**src/rtl/reg_file_param.sv**
```systemverilog
// Multi-ported register file: two bypassed read ports, an ALU write port, a
// load-writeback port, an auto-incrementing program counter and a load scoreboard.
module reg_file_param #(
    parameter int WIDTH  = 32,
    parameter int DEPTH  = 16,
    parameter int AW     = 4,
    parameter int PC_IDX = 15,
    parameter int PC_INC = 4
) (
    input  logic             Clk,
    input  logic             Reset,
    input  logic [AW-1:0]    A,
    input  logic [AW-1:0]    B,
    output logic [WIDTH-1:0] PA,
    output logic [WIDTH-1:0] PB,
    input  logic             RF,
    input  logic [AW-1:0]    C,
    input  logic [WIDTH-1:0] PC,
    input  logic             LdE,
    input  logic [AW-1:0]    LdC,
    input  logic [WIDTH-1:0] LdD,
    input  logic             PCInc,
    output logic [WIDTH-1:0] PCOut,
    input  logic             Mark,
    input  logic [AW-1:0]    MarkC,
    input  logic             UseA,
    input  logic             UseB,
    output logic             Stall,
    output logic [DEPTH-1:0] Busy
);

    localparam logic [AW-1:0]    PC_ADDR = AW'(PC_IDX);
    localparam logic [WIDTH-1:0] PC_STEP = WIDTH'(PC_INC);

    logic [WIDTH-1:0] regs [DEPTH];
    logic [DEPTH-1:0] busy_q;

    logic rf_hits_pc;
    logic ld_hits_pc;

    // Newest value for an address: in-flight ALU write, then in-flight load, then storage.
    function automatic logic [WIDTH-1:0] bypass_read(
        input logic [AW-1:0]    addr,
        input logic             rf_en,
        input logic [AW-1:0]    rf_addr,
        input logic [WIDTH-1:0] rf_data,
        input logic             ld_en,
        input logic [AW-1:0]    ld_addr,
        input logic [WIDTH-1:0] ld_data,
        input logic [WIDTH-1:0] stored
    );
        if (rf_en && (rf_addr == addr)) begin
            return rf_data;
        end else if (ld_en && (ld_addr == addr)) begin
            return ld_data;
        end
        return stored;
    endfunction

    // A consumed read stalls only if its load is not being written back this very cycle.
    function automatic logic read_stalls(
        input logic           use_en,
        input logic [AW-1:0]  addr,
        input logic [DEPTH-1:0] pending,
        input logic           ld_en,
        input logic [AW-1:0]  ld_addr
    );
        return use_en && pending[addr] && !(ld_en && (ld_addr == addr));
    endfunction

    assign rf_hits_pc = RF && (C == PC_ADDR);
    assign ld_hits_pc = LdE && (LdC == PC_ADDR);

    // Register storage; enables gate every address compare so idle addresses are don't-care.
    always_ff @(posedge Clk or posedge Reset) begin
        if (Reset) begin
            for (int i = 0; i < DEPTH; i++) begin
                regs[i] <= '0;
            end
        end else begin
            for (int i = 0; i < DEPTH; i++) begin
                if (RF && (C == AW'(i))) begin
                    regs[i] <= PC;
                end else if (LdE && (LdC == AW'(i))) begin
                    regs[i] <= LdD;
                end else if (PCInc && (i == PC_IDX) && !rf_hits_pc && !ld_hits_pc) begin
                    regs[i] <= regs[i] + PC_STEP;
                end
            end
        end
    end

    // Pending-load scoreboard; a new mark wins over a completing load on the same register.
    always_ff @(posedge Clk or posedge Reset) begin
        if (Reset) begin
            busy_q <= '0;
        end else begin
            for (int i = 0; i < DEPTH; i++) begin
                if (Mark && (MarkC == AW'(i))) begin
                    busy_q[i] <= 1'b1;
                end else if (LdE && (LdC == AW'(i))) begin
                    busy_q[i] <= 1'b0;
                end
            end
        end
    end

    always_comb begin
        PA    = bypass_read(A, RF, C, PC, LdE, LdC, LdD, regs[A]);
        PB    = bypass_read(B, RF, C, PC, LdE, LdC, LdD, regs[B]);
        Stall = read_stalls(UseA, A, busy_q, LdE, LdC)
              || read_stalls(UseB, B, busy_q, LdE, LdC);
    end

    assign PCOut = regs[PC_IDX];
    assign Busy  = busy_q;

endmodule

```
**config.mk**
```make
export PLATFORM = sky130hd
export DESIGN_NAME = reg_file_param
export DESIGN_NICKNAME = d
export VERILOG_FILES = /design/src/rtl/reg_file_param.sv
export SDC_FILE = /design/constraint.sdc
export NUM_CORES = 2
export LEC_CHECK = 0
export ABC_AREA = 1
export BUFFER_PORTS_ARGS = -buffer_cell sky130_fd_sc_hd__buf_2
export CAP_MARGIN = 10
export CORE_MARGIN = 2
export CORE_UTILIZATION = 40
export CTS_CLUSTER_SIZE = 12
export DETAILED_ROUTE_END_ITERATION = 12
export PLACE_DENSITY_LB_ADDON = 0.2
export RECOVER_POWER = 25
export SETUP_SLACK_MARGIN = 0.05
export SLEW_MARGIN = 20
export SYNTH_ARGS = -nofsm -noshare
export SYNTH_HDL_FRONTEND = slang
export SYNTH_SLANG_ARGS = --single-unit
```
**constraint.sdc**
```tcl
create_clock -name Clk -period 34.9 [get_ports Clk]
set_clock_uncertainty 0.05 [all_clocks]
set_input_delay 1.745 -clock Clk [delete_from_list [all_inputs] [get_ports Clk]]
set_output_delay 1.745 -clock Clk [all_outputs]
set_load 0.01 [all_outputs]
```
Yosys cells after proc, flatten, opt, wreduce, memory -nomap -nowiden
Index checks and enable logic that the tools add are counted.

storage, ports and cells
  memories = 0
  bits in read-only memories = 0
  bits in latches = 0
  RAM bits = 0
  bits in registers = 528
  input port bits = 92
  word-level logic and storage cells = 271

cells by class
  multiply operators = 0
  order comparisons = 4
  muxes and demuxes = 85
  divide/modulo/power cells = 0
  equal/unequal tests = 49
  reduce and logical (&&, ||, !) cells = 98
  shifts and indexed selects = 0
  bitwise gates (word level) = 2
  add/subtract/negate cells = 1

operator list
  kind                                                                          count
  32-bit 2-to-1 mux                                                             43
  32-bit binary-select mux with 4-bit select                                    2
  4-bit equality test, second input constant                                    24
  2-bit nonzero test                                                            31
  1-bit logical AND                                                             58
  4-bit by 3-bit equality test with 1-bit output, second input constant         12
  1-bit 2-to-1 mux                                                              38
  32-bit by 3-bit adder with 32-bit output, second input constant               1
  4-bit by 2-bit equality test with 1-bit output, second input constant         6
  4-bit equality test                                                           4
  4-bit by 1-bit equality test with 1-bit output, second input constant         3
  4-bit logical NOT                                                             3
  5-bit >= comparator, second input constant                                    2
  4-bit by 5-bit less-than comparator with 1-bit output, second input constant  2
  4-bit NOT with 5-bit output                                                   2
  1-bit binary-select mux with 4-bit select                                     2
  1-bit logical NOT                                                             4
  3-bit nonzero test                                                            1
  1-bit logical OR                                                              1

Longest topological paths before layout
  word-level depth = 8
  gate-level depth with buffers = 11
  depth with buffers taken out = 11

Worst setup path after synthesis
No wires, ideal clock.

  path type = in2out
  start point = input port A[3]
  end point = output port PA[1]
  arrival time = 2939 ps
  cell stages on the path = 9
  path slack = 30166 ps
  required time = 33105 ps
  cells stage by stage = buf_2 > inv_2 > o21ai_0 > a21oi_1 > nand3_2 > clkbuf_1 > o21ai_0 > nand2_1 > nand2_1

between the ends
  longest elaborated chain between the ends = 5
  elaborated cells between the ends (all ways) = 12
  those cells by class = eq/ne (2); mux (7); bitwise (1); reduce/logical (2)

RTL lines
  item                                                                                      RTL line  text
  start: declaration                                                                        12        input logic [AW-1:0] A,
  4-bit NOT with 5-bit output (implied by the code) or 4-bit equality test (tied branches)  109, 54
  32-bit binary-select mux with 4-bit select or 1-bit logical AND (tied branches)           109, 54
  32-bit 2-to-1 mux (implied by the code) or 1-bit 2-to-1 mux (tied branches)               109, 54
  32-bit 2-to-1 mux (implied by the code) or 1-bit 2-to-1 mux (tied branches)               109, 52
  32-bit 2-to-1 mux *                                                                       57        return stored;
  end: declaration                                                                          14        output logic [WIDTH-1:0] PA,

Mark *: on every way between the ends. The rest lies on a longest branch, timed or not. The select of a mux whose other input is x is not followed.

==> results.yml <==
detailed_routing:
  route.detailed.drc: 2
  totalWireLength_um: 177400
  drt_iter0_markers: 6446
  firstDrtPassIters: 11
  wl_per_cell_um: 27.39
  via_count: 41150
  drt.antenna.violating_nets: 0
  avgViaCountPerCell: 6.355
die:
  ios: 205
  core_um2: 90150
  die_height_um: 305.8
  start_util: 0.4040
  die_w_um: 305.8
  placementRows: 110
  dieArea_um2: 93480
synth:
  synthCells: 5434
  synthTopCellsByArea: "dfrtp_1, o21ai_0, nand2_1, nand3_1, a21oi_1"
  synthesis.nets: 5527
  ys_types: 41
  ys_warn_count: 0
  avgSynthCellArea_um2: 6.702
  async_reset_ff_frac: 1.000
  yosys.area.top_type: "dfrtp_1"
  netlist.area_leader.share: 0.3628
  synth_edf_count: 0
  yosysSeqAreaShare: 0.3628
  ys.flop_type: "dfrtp_1"
  syn_area_um2: 36420
  ys_ff_latch: 528
power:
  pwr_density_cell_nw_per_um2: 54.58
  power_w: 0.002148
  peakVddDrop_v: 0.00003043
  leakagePower_nw: 18.09
clock_network:
  clk_path_buf_depth: 3
  cts_buffers: 66
  clkSlewWorstSetupHoldPaths_ps: 60
  ctsHoldBuffers: 0
  cts_max_level: 3
  clkSinkCount: 528
  cts_setup_buffers: 0
  cts_tree: "yes"
  worstSkewPairLatency_ps: 620
  clock-root-buffer: "clkbuf_16"
  ctsResizeCount: 0
finish:
  syn_to_final_growth_pct: 8.049
  nets: 5342
  final_layout_size_suffix_gt1_frac: 0.08233
global_routing:
  grt_overflow: 0
  grt_pass1_wl_um: 257800
  grt_antenna_before_repair: 16
  grt_max_degree: 154
  grt_use_total: 0.3695
  grt_pass1_vias: 37280
setup_path:
  critical_path.max_fanout: 132
  worstSetupPathType: "input pin to asynchronous set/reset pin"
  critPathArrivalTime_ps: 10220
  crit_path_start_kind: "input pin"
  end_kind: "asynchronous set/reset pin"
  critPathMaxStageDelay_ps: 5370
  worstPathRequired_ps: 33680
  critical_path_buf_inv_count: 3
  cpMaxStageDelayCell: "clkbuf_1"
  crit_chain: "clkbuf_1, clkinvlp_2, clkbuf_1"
  path_delay_family: "buffers and inverters"
  crit_path_frequent_cell: "clkbuf_1"
outcome:
  violations: "DRC, capacitance limit, slew limit"
  status: "finished, violations left"
worst_hold_path:
  holdCritPathClass: "flip-flop to flip-flop"
job:
  drv_cap: 11
timing:
  worstMarginPinSlew_ps: 7600
  finalSetupViolations: 0
  fin_crit_sh: 0.3277
  hold_ws_ps: 445.3
  hold_violations: 0
  setup_tns_ps: 0
  drv_slew: 496
  rsz0062_at_grt: "no"
  fmax_mhz: 87.45
  slew_headroom: -4.066
  fin_crit_ps: 11440
placed_design:
  gp_congestion: 0.9288
  io_buffers: 204
  place_hpwl_um: 104500
==> metrics by stage <==
stage / worst slack (ps) / instances / instance area (µm²) / util
after floorplan: 18350 / 5434 / 36420 / -
after global placement: 27510 / 6357 / 37290 / 0.4137
after detailed placement: 27470 / 6357 / 37290 / 0.4137
after CTS: 27460 / 6472 / 39450 / 0.4376
after global routing: 21590 / 6473 / 39350 / 0.4365
final: 23460 / 6475 / 39350 / 0.4365
==> power by group <==
part / switching (W) / internal (W)
registers: 0.000105 / 0.000763
clock network: 0.000295 / 0.000417
logic: 0.000387 / 0.000181
total: 0.000787 / 0.00136
==> cells in the final DEF, fill, tap and decap left out, types with 18 or more instances in the layout <==
| cell type | synthesis | layout |
|---|---|---|
| o21ai_0 | 1144 | 1144 |
| nand2_1 | 1111 | 1112 |
| nand3_1 | 540 | 539 |
| a21oi_1 | 529 | 529 |
| dfrtp_1 | 528 | 528 |
| inv_1 | 408 | 403 |
| o211ai_1 | 258 | 258 |
| buf_2 | 124 | 192 |
| nor2_1 | 163 | 160 |
| buf_4 | 41 | 75 |
| clkbuf_16 | 0 | 73 |
| o21ai_1 | 66 | 66 |
| o221ai_1 | 45 | 45 |
| clkbuf_1 | 304 | 34 |
| inv_2 | 23 | 32 |
| nor2_4 | 7 | 18 |
==> worst paths after layout <==
check | slack, ps | from | end | cells past startpoint
hold / removal | 450 | regs[116] | regs[116] | 2
hold reg to reg | 450 | regs[116] | regs[116] | 2
min in group asynchronous | 2500 | Reset | regs[251] | 2
setup / recovery | 23460 | Reset | regs[336] | 3
setup reg to reg | 32030 | PCOut[2] | PCOut[12] | 10
max in group Clk | 27270 | B[0] | PB[8] | 12
==> area by class of cell <==
type                    instances  area [µm²]
fillers                      9370       50800
multi-input cells            3931       19230
flip-flops and latches        528       13210
clock buffers                 104        2053
inverters                     437        1642
repair buffers                285        1635
well taps                    1176        1471
clock inverters                11       105.1
diodes                          3       7.507
==> worst register-to-register path, delay by kind of cell, from the launching register on <==
family                     cells  cell delay (ps)
AOI/OAI and AO/OA              1               70
and+or+nand+nor                7             1730
adders and majority gates      1              290
buffers and inverters          1               70
DFF                            1              520
==> synthesized netlist by cell type, drive strengths merged, types with 2 or more instances <==
cell type / count
buf: 233
xor2: 4
o311ai: 7
xnor2: 4
o211ai: 259
o221ai: 45
nor2: 185
a21oi: 529
nand4: 5
nand3b: 2
o22ai: 7
nor3: 2
a31oi: 2
nand3: 547
inv: 431
nand2: 1114
dfrtp: 528
o21ai: 1210
a32o: 4
clkinv: 6
clkbuf: 305
==> metal layers <==
metal  part of all wire  global-route usage  up-vias
met5            0.00050                   0        -
met4              0.053              0.1877       14
met3               0.14              0.1059      517
met2               0.42              0.5334     2993
met1               0.39              0.5018    19480
li1                   -                   -    18150
==> kinds of logic (layout without fill, tap and decap cells) <==
group / count (synthesis) / in the layout / synth area share
compound gates: 2065 / 2065 / 0.3081
xor+xnor: 8 / 8 / 0.001924
fa+ha+maj: 1 / 1 / 0.0003435
buf+inv: 975 / 837 / 0.1102
flops: 528 / 528 / 0.3628
other cells: 0 / 3 / 0
simple gates: 1857 / 1857 / 0.2166
==> registers in the layout, indices dropped and copies added, names as in the netlist <==
| register | flops |
|---|---|
| regs | 480 |
| PCOut | 32 |
| Busy | 16 |
(Power assumes the default switching activity.)
